## src/rtl/soc_nios_div_pkg.sv

```systemverilog
// rtl/soc_nios_div_pkg.sv - shared types, widths and sign helper for the div cell
package soc_nios_div_pkg;

    localparam int DIV_DATA_W = 32;
    localparam int DIV_CNT_W  = $clog2(DIV_DATA_W);

    typedef enum logic [1:0] {
        IDLE = 2'd0,
        CALC = 2'd1,
        FIX  = 2'd2,
        DONE = 2'd3
    } div_state_e;

    // Two's-complement negate when neg=1; doubles as abs() on a sign bit.
    function automatic logic [DIV_DATA_W-1:0] div_cond_neg(
        input logic [DIV_DATA_W-1:0] v,
        input logic                  neg
    );
        return neg ? (~v + 1'b1) : v;
    endfunction

endpackage

```

## src/rtl/soc_nios_div_step.sv

```systemverilog
// rtl/soc_nios_div_step.sv - one combinational restoring-division step
module soc_nios_div_step
    import soc_nios_div_pkg::*;
#(
    parameter int DATA_W = DIV_DATA_W
) (
    input  logic [DATA_W:0]   rem,
    input  logic              next_bit,
    input  logic [DATA_W-1:0] divisor,
    output logic [DATA_W:0]   rem_next,
    output logic              quo_bit
);

    logic [DATA_W+1:0] shifted;
    logic [DATA_W+1:0] diff;

    // rem < divisor on entry, so shifted < 2*divisor and the top diff bit is a true borrow.
    always_comb begin
        shifted  = {rem, next_bit};
        diff     = shifted - {2'b00, divisor};
        quo_bit  = ~diff[DATA_W+1];
        rem_next = quo_bit ? diff[DATA_W:0] : shifted[DATA_W:0];
    end

endmodule

```

## src/rtl/soc_nios_div_cell.sv

```systemverilog
// rtl/soc_nios_div_cell.sv - iterative radix-2 restoring divider for the Nios M stage
module soc_nios_div_cell
    import soc_nios_div_pkg::*;
#(
    parameter int DATA_W = DIV_DATA_W
) (
    input  logic              clk,
    input  logic              reset,
    input  logic [DATA_W-1:0] M_div_src1,
    input  logic [DATA_W-1:0] M_div_src2,
    input  logic              M_div_signed,
    input  logic              M_div_start,
    input  logic              M_div_kill,
    output logic              M_div_busy,
    output logic              M_div_done,
    output logic [DATA_W-1:0] M_div_quotient,
    output logic [DATA_W-1:0] M_div_remainder
);

    div_state_e             state;
    logic [DIV_CNT_W-1:0]   cnt;
    logic [DATA_W:0]        rem;
    logic [DATA_W-1:0]      quo;
    logic [DATA_W-1:0]      dvsr;
    logic [DATA_W-1:0]      dvnd_orig;
    logic                   q_neg;
    logic                   r_neg;
    logic                   dvsr_zero;

    logic                   s1;
    logic                   s2;
    logic [DATA_W-1:0]      mag1;
    logic [DATA_W-1:0]      mag2;
    logic [DATA_W:0]        step_rem;
    logic                   step_qbit;

    always_comb begin
        s1   = M_div_signed & M_div_src1[DATA_W-1];
        s2   = M_div_signed & M_div_src2[DATA_W-1];
        mag1 = div_cond_neg(M_div_src1, s1);
        mag2 = div_cond_neg(M_div_src2, s2);
    end

    // quo shifts the dividend out from the top while quotient bits enter at the bottom.
    soc_nios_div_step #(
        .DATA_W (DATA_W)
    ) u_step (
        .rem      (rem),
        .next_bit (quo[DATA_W-1]),
        .divisor  (dvsr),
        .rem_next (step_rem),
        .quo_bit  (step_qbit)
    );

    always_ff @(posedge clk) begin
        if (reset) begin
            state           <= IDLE;
            cnt             <= '0;
            rem             <= '0;
            quo             <= '0;
            dvsr            <= '0;
            dvnd_orig       <= '0;
            q_neg           <= 1'b0;
            r_neg           <= 1'b0;
            dvsr_zero       <= 1'b0;
            M_div_busy      <= 1'b0;
            M_div_done      <= 1'b0;
            M_div_quotient  <= '0;
            M_div_remainder <= '0;
        end else begin
            case (state)
                IDLE: begin
                    M_div_done <= 1'b0;
                    if (M_div_start && !M_div_kill) begin
                        rem        <= '0;
                        quo        <= mag1;
                        dvsr       <= mag2;
                        dvnd_orig  <= M_div_src1;
                        q_neg      <= s1 ^ s2;
                        r_neg      <= s1;
                        dvsr_zero  <= (M_div_src2 == '0);
                        cnt        <= DIV_CNT_W'(DATA_W - 1);
                        M_div_busy <= 1'b1;
                        state      <= CALC;
                    end
                end
                CALC: begin
                    if (M_div_kill) begin
                        M_div_busy <= 1'b0;
                        state      <= IDLE;
                    end else begin
                        rem <= step_rem;
                        quo <= {quo[DATA_W-2:0], step_qbit};
                        if (cnt == '0) begin
                            state <= FIX;
                        end else begin
                            cnt <= cnt - 1'b1;
                        end
                    end
                end
                FIX: begin
                    M_div_busy <= 1'b0;
                    if (M_div_kill) begin
                        state <= IDLE;
                    end else begin
                        if (dvsr_zero) begin
                            M_div_quotient  <= '1;
                            M_div_remainder <= dvnd_orig;
                        end else begin
                            M_div_quotient  <= div_cond_neg(quo, q_neg);
                            M_div_remainder <= div_cond_neg(rem[DATA_W-1:0], r_neg);
                        end
                        M_div_done <= 1'b1;
                        state      <= DONE;
                    end
                end
                DONE: begin
                    M_div_done <= 1'b0;
                    state      <= IDLE;
                end
                default: begin
                    M_div_busy <= 1'b0;
                    M_div_done <= 1'b0;
                    state      <= IDLE;
                end
            endcase
        end
    end

endmodule

```

## config.mk

```make
export PLATFORM = sky130hd
export DESIGN_NAME = soc_nios_div_cell
export DESIGN_NICKNAME = d
export VERILOG_FILES = /design/src/rtl/soc_nios_div_pkg.sv /design/src/rtl/soc_nios_div_step.sv /design/src/rtl/soc_nios_div_cell.sv
export SDC_FILE = /design/constraint.sdc
export NUM_CORES = 1
export LEC_CHECK = 0
export CORE_UTILIZATION = 40
export DETAILED_ROUTE_END_ITERATION = 8
export HOLD_SLACK_MARGIN = 0.05
export PLACE_DENSITY = 0.7
export SLEW_MARGIN = 10
export SYNTH_ARGS = -nofsm -noshare
export SYNTH_HDL_FRONTEND = slang
export SYNTH_SLANG_ARGS = --single-unit
```

## constraint.sdc

```tcl
create_clock -name clk -period 2.7 [get_ports clk]
set_input_delay 0.54 -clock clk [delete_from_list [all_inputs] [get_ports clk]]
set_output_delay 0.54 -clock clk [all_outputs]
set_load 0.02 [all_outputs]
```

==> metrics.cfg <==
[floorplan]
coreArea_um2 = 30600
rows = 64
dieWidth_um = 178
dieArea_um2 = 31800
initial_core_util_pct = 40.7
fp.dieH_um = 178
io_pins = 135

[sta]
final-max-slew-violation-count = 0
clock.fmax_mhz = 367
setup_ws_ns = -0.0277
period_needed_ns = 2.73
worst_pin_slew_ns = 0.877
setup_viol = 4
fin_crit_sh_pct = 101
relSlewSlack_pct = 41.5
rsz0062_at_grt = yes
finalClockSkew_ns = 0.0150
hold_viol = 0

[setup_path]
crit_buf_inv = 4
required_ns = 3.08
cp_top_family = compound AO/OA/AOI/OAI gates
end_kind = register
crit_path_max_incr_delay_ns = 0.37
path_cells = inv_1 > ha_4 > buf_4 > nand4_1 > a21oi_4 > a21oi_2 > a21o_1 > a221o_1 > nor2_4 > buf_6 > buf_8 > mux2i_2 > o21ai_1
crit_arrival_ns = 3.11
cpMaxStageDelayCell = a221o_1
crit_type = reg -> reg
start_kind = register
crit_path_max_fanout = 8

[cells_and_area]
layout_common_cells = nand2_1 (315), buf_4 (231), dfxtp_1 (190)
antenna_cells = 0
final_util_pct = 56.7
area_growth_pct = 39.3
fillCellCount = 2742
layout_commonest_cell = nand2_1
final_area_um2 = 17300
nets = 2078
drive_gt1_share_pct = 20.6
layout.cells.non_filler = 2379

[synthesis]
yosysUniqueCellTypes = 74
async_flop_share_pct = 0
synth_top_area_share_pct = 33.0
synth_area_leader_cell = dfxtp_1
synth_area_um2 = 12400
yosys-top-cells-area = dfxtp_1 (33%), nand2_1 (9.7%), a21oi_1 (6.3%), o21ai_0 (5.3%), xnor2_1 (5.3%)
yosys_register_bits = 205
synth_ff_type = dfxtp_1
yosysSeqAreaShare_pct = 33.0
synthesis.nets = 1769
avgSynthCellArea_um2 = 7.51
syn-instance-count = 1658
yosys_warnings = 0
synth_enable_flop_cells = 0

[clock_tree]
cts.sink_count = 205
holdBufCountCts = 0
clk_path_buf_depth = 3
clock_latency_ns = 0.52
htree_levels = 1
cts_root_buf = clkbuf_16
numCtsBuffers = 24
clkTransAtPathRegs_ns = 0.06
cts_tree = yes

[status]
status = finished with violations
violations = setup timing

[drt]
drc = 0
detail_route.wl_per_cell_um = 15.7
vias = 12800
post_drt_via_cell_ratio = 5.37
routed_wl_mm = 37.4
firstDrtPassIters = 7
drt_iter0_markers = 799
ant_nets = 0

[global_routing]
grt_usage_pct = 22.7
grt_max_degree = 173
grt_pass1_wl_mm = 58.6
grt_overflow = 0
first_global_vias = 11900
antenna_found_initial = 1

[placement]
place_congestion = 0.917
dp.cells = 2310
io_buffers = 134
post-place-ws_ns = -0.619
post_dp_cell_area_um2 = 15600
hpwlAfterDp_mm = 27.3

[pwr]
powerDensity_nw_per_um2 = 516
peakVddDrop_v = 0.000388
p_leak_nw = 6.63
total_power_mw = 8.95

[flow_run]
drv_cap = 0

[hold_path]
hold_path.class = in -> reg

-- cells by family after synthesis --
| logic type | after synthesis | share of synthesized area, % |
|---|---|---|
| AO/OA/AOI/OAI | 463 | 22.5 |
| XOR/XNOR | 145 | 10.2 |
| adder cells (fa/ha/maj) | 42 | 4.28 |
| buffers and inverters | 160 | 4.99 |
| flip-flops | 205 | 33.0 |
| multiplexers | 32 | 2.57 |
| AND/OR/NAND/NOR | 611 | 22.5 |
-- final timing paths --
kind / start / to / slack, ns / cells after the start
min: M_div_src1[9] / dvnd_orig[9] / 0.45 / 4
max reg2reg: dvsr[7] / rem[17] / -0.03 / 13
max: dvsr[7] / rem[17] / -0.03 / 13
min reg2reg: M_div_remainder[24] / M_div_remainder[24] / 0.46 / 2
-- what timing repair did --
action / 4_1_cts / 5_1_grt
pin swaps: 29 / 32
gates resized for setup: 73 / 85
cloned: 1 / 0
endpoints found under the setup margin: 42 / 66
setup buffers: 15 / 13
-- power by group --
part           switching (mW)  internal [mW]  total (mW)
clock network            1.29           1.89        3.18
logic                    1.30           1.13        2.43
registers               0.144           3.19        3.33
-- registers in the layout (all words and copies together), names as in the netlist, 2 cells and up --
signal           count
cnt                  5
quo                 32
M_div_remainder     32
M_div_quotient      32
dvsr                32
state                2
rem                 33
dvnd_orig           32
-- metrics by stage --
step	setup TNS [ns]	hold slack, ns
after detailed placement	-19.50	0.447
after global placement	-17.42	0.444
final	-0.0605	0.454
after global routing	-4.53	0.467
after floorplan	-0.0120	0.432
after CTS	-0.0455	0.455
-- final cells by class --
class	count	area (um2)	area share, %
Clock inverter	9	78.8	0.454
Clock buffer	33	696	4.01
Timing Repair Buffer	381	3350	19.3
Inverter	62	235	1.36
Sequential cell	205	4130	23.8
Tap cell	396	495	2.86
Multi-Input combinational cell	1293	8360	48.2
-- synthesized netlist by cell type, types with 5 or more instances --
cell type  number
nand2_1       322
dfxtp_1       205
a21oi_1       157
o21ai_0       133
nor2_1        120
clkbuf_1       85
xnor2_1        75
xor2_1         70
inv_1          62
ha_1           41
nor3_1         35
mux2i_1        32
a211oi_1       30
o31ai_1        26
o22ai_1        25
nand3_1        22
nand2b_1       20
o41ai_1        15
or4_1          14
or3_1          12
and2_1         11
a21o_1         10
buf_1           9
a311oi_1        8
o211ai_1        8
nand4_1         7
nor2b_1         7
a31oi_1         5
nand3b_1        5
o21ai_1         5
o21bai_1        5
or4_4           5
-- worst register-to-register path, delay by kind of cell (launching register included) --
family	cells	cell delay [ns]
AND/OR/NAND/NOR	2	0.31
flip-flops	1	0.34
buffers and inverters	4	0.49
adder cells (fa/ha/maj)	1	0.29
AO/OA/AOI/OAI	5	0.94
multiplexers	1	0.21
-- metal layers --
| layer | track usage [%] | routed length (um) | vias up |
|---|---|---|---|
| met2 | 38.1 | 17600 | 355 |
| met5 | 0 | 9 | - |
| li1 | - | - | 6396 |
| met1 | 30.2 | 16800 | 5950 |
| met3 | 2.64 | 2030 | 72 |
| met4 | 6.89 | 1060 | 2 |
(Power assumes the default switching activity.)
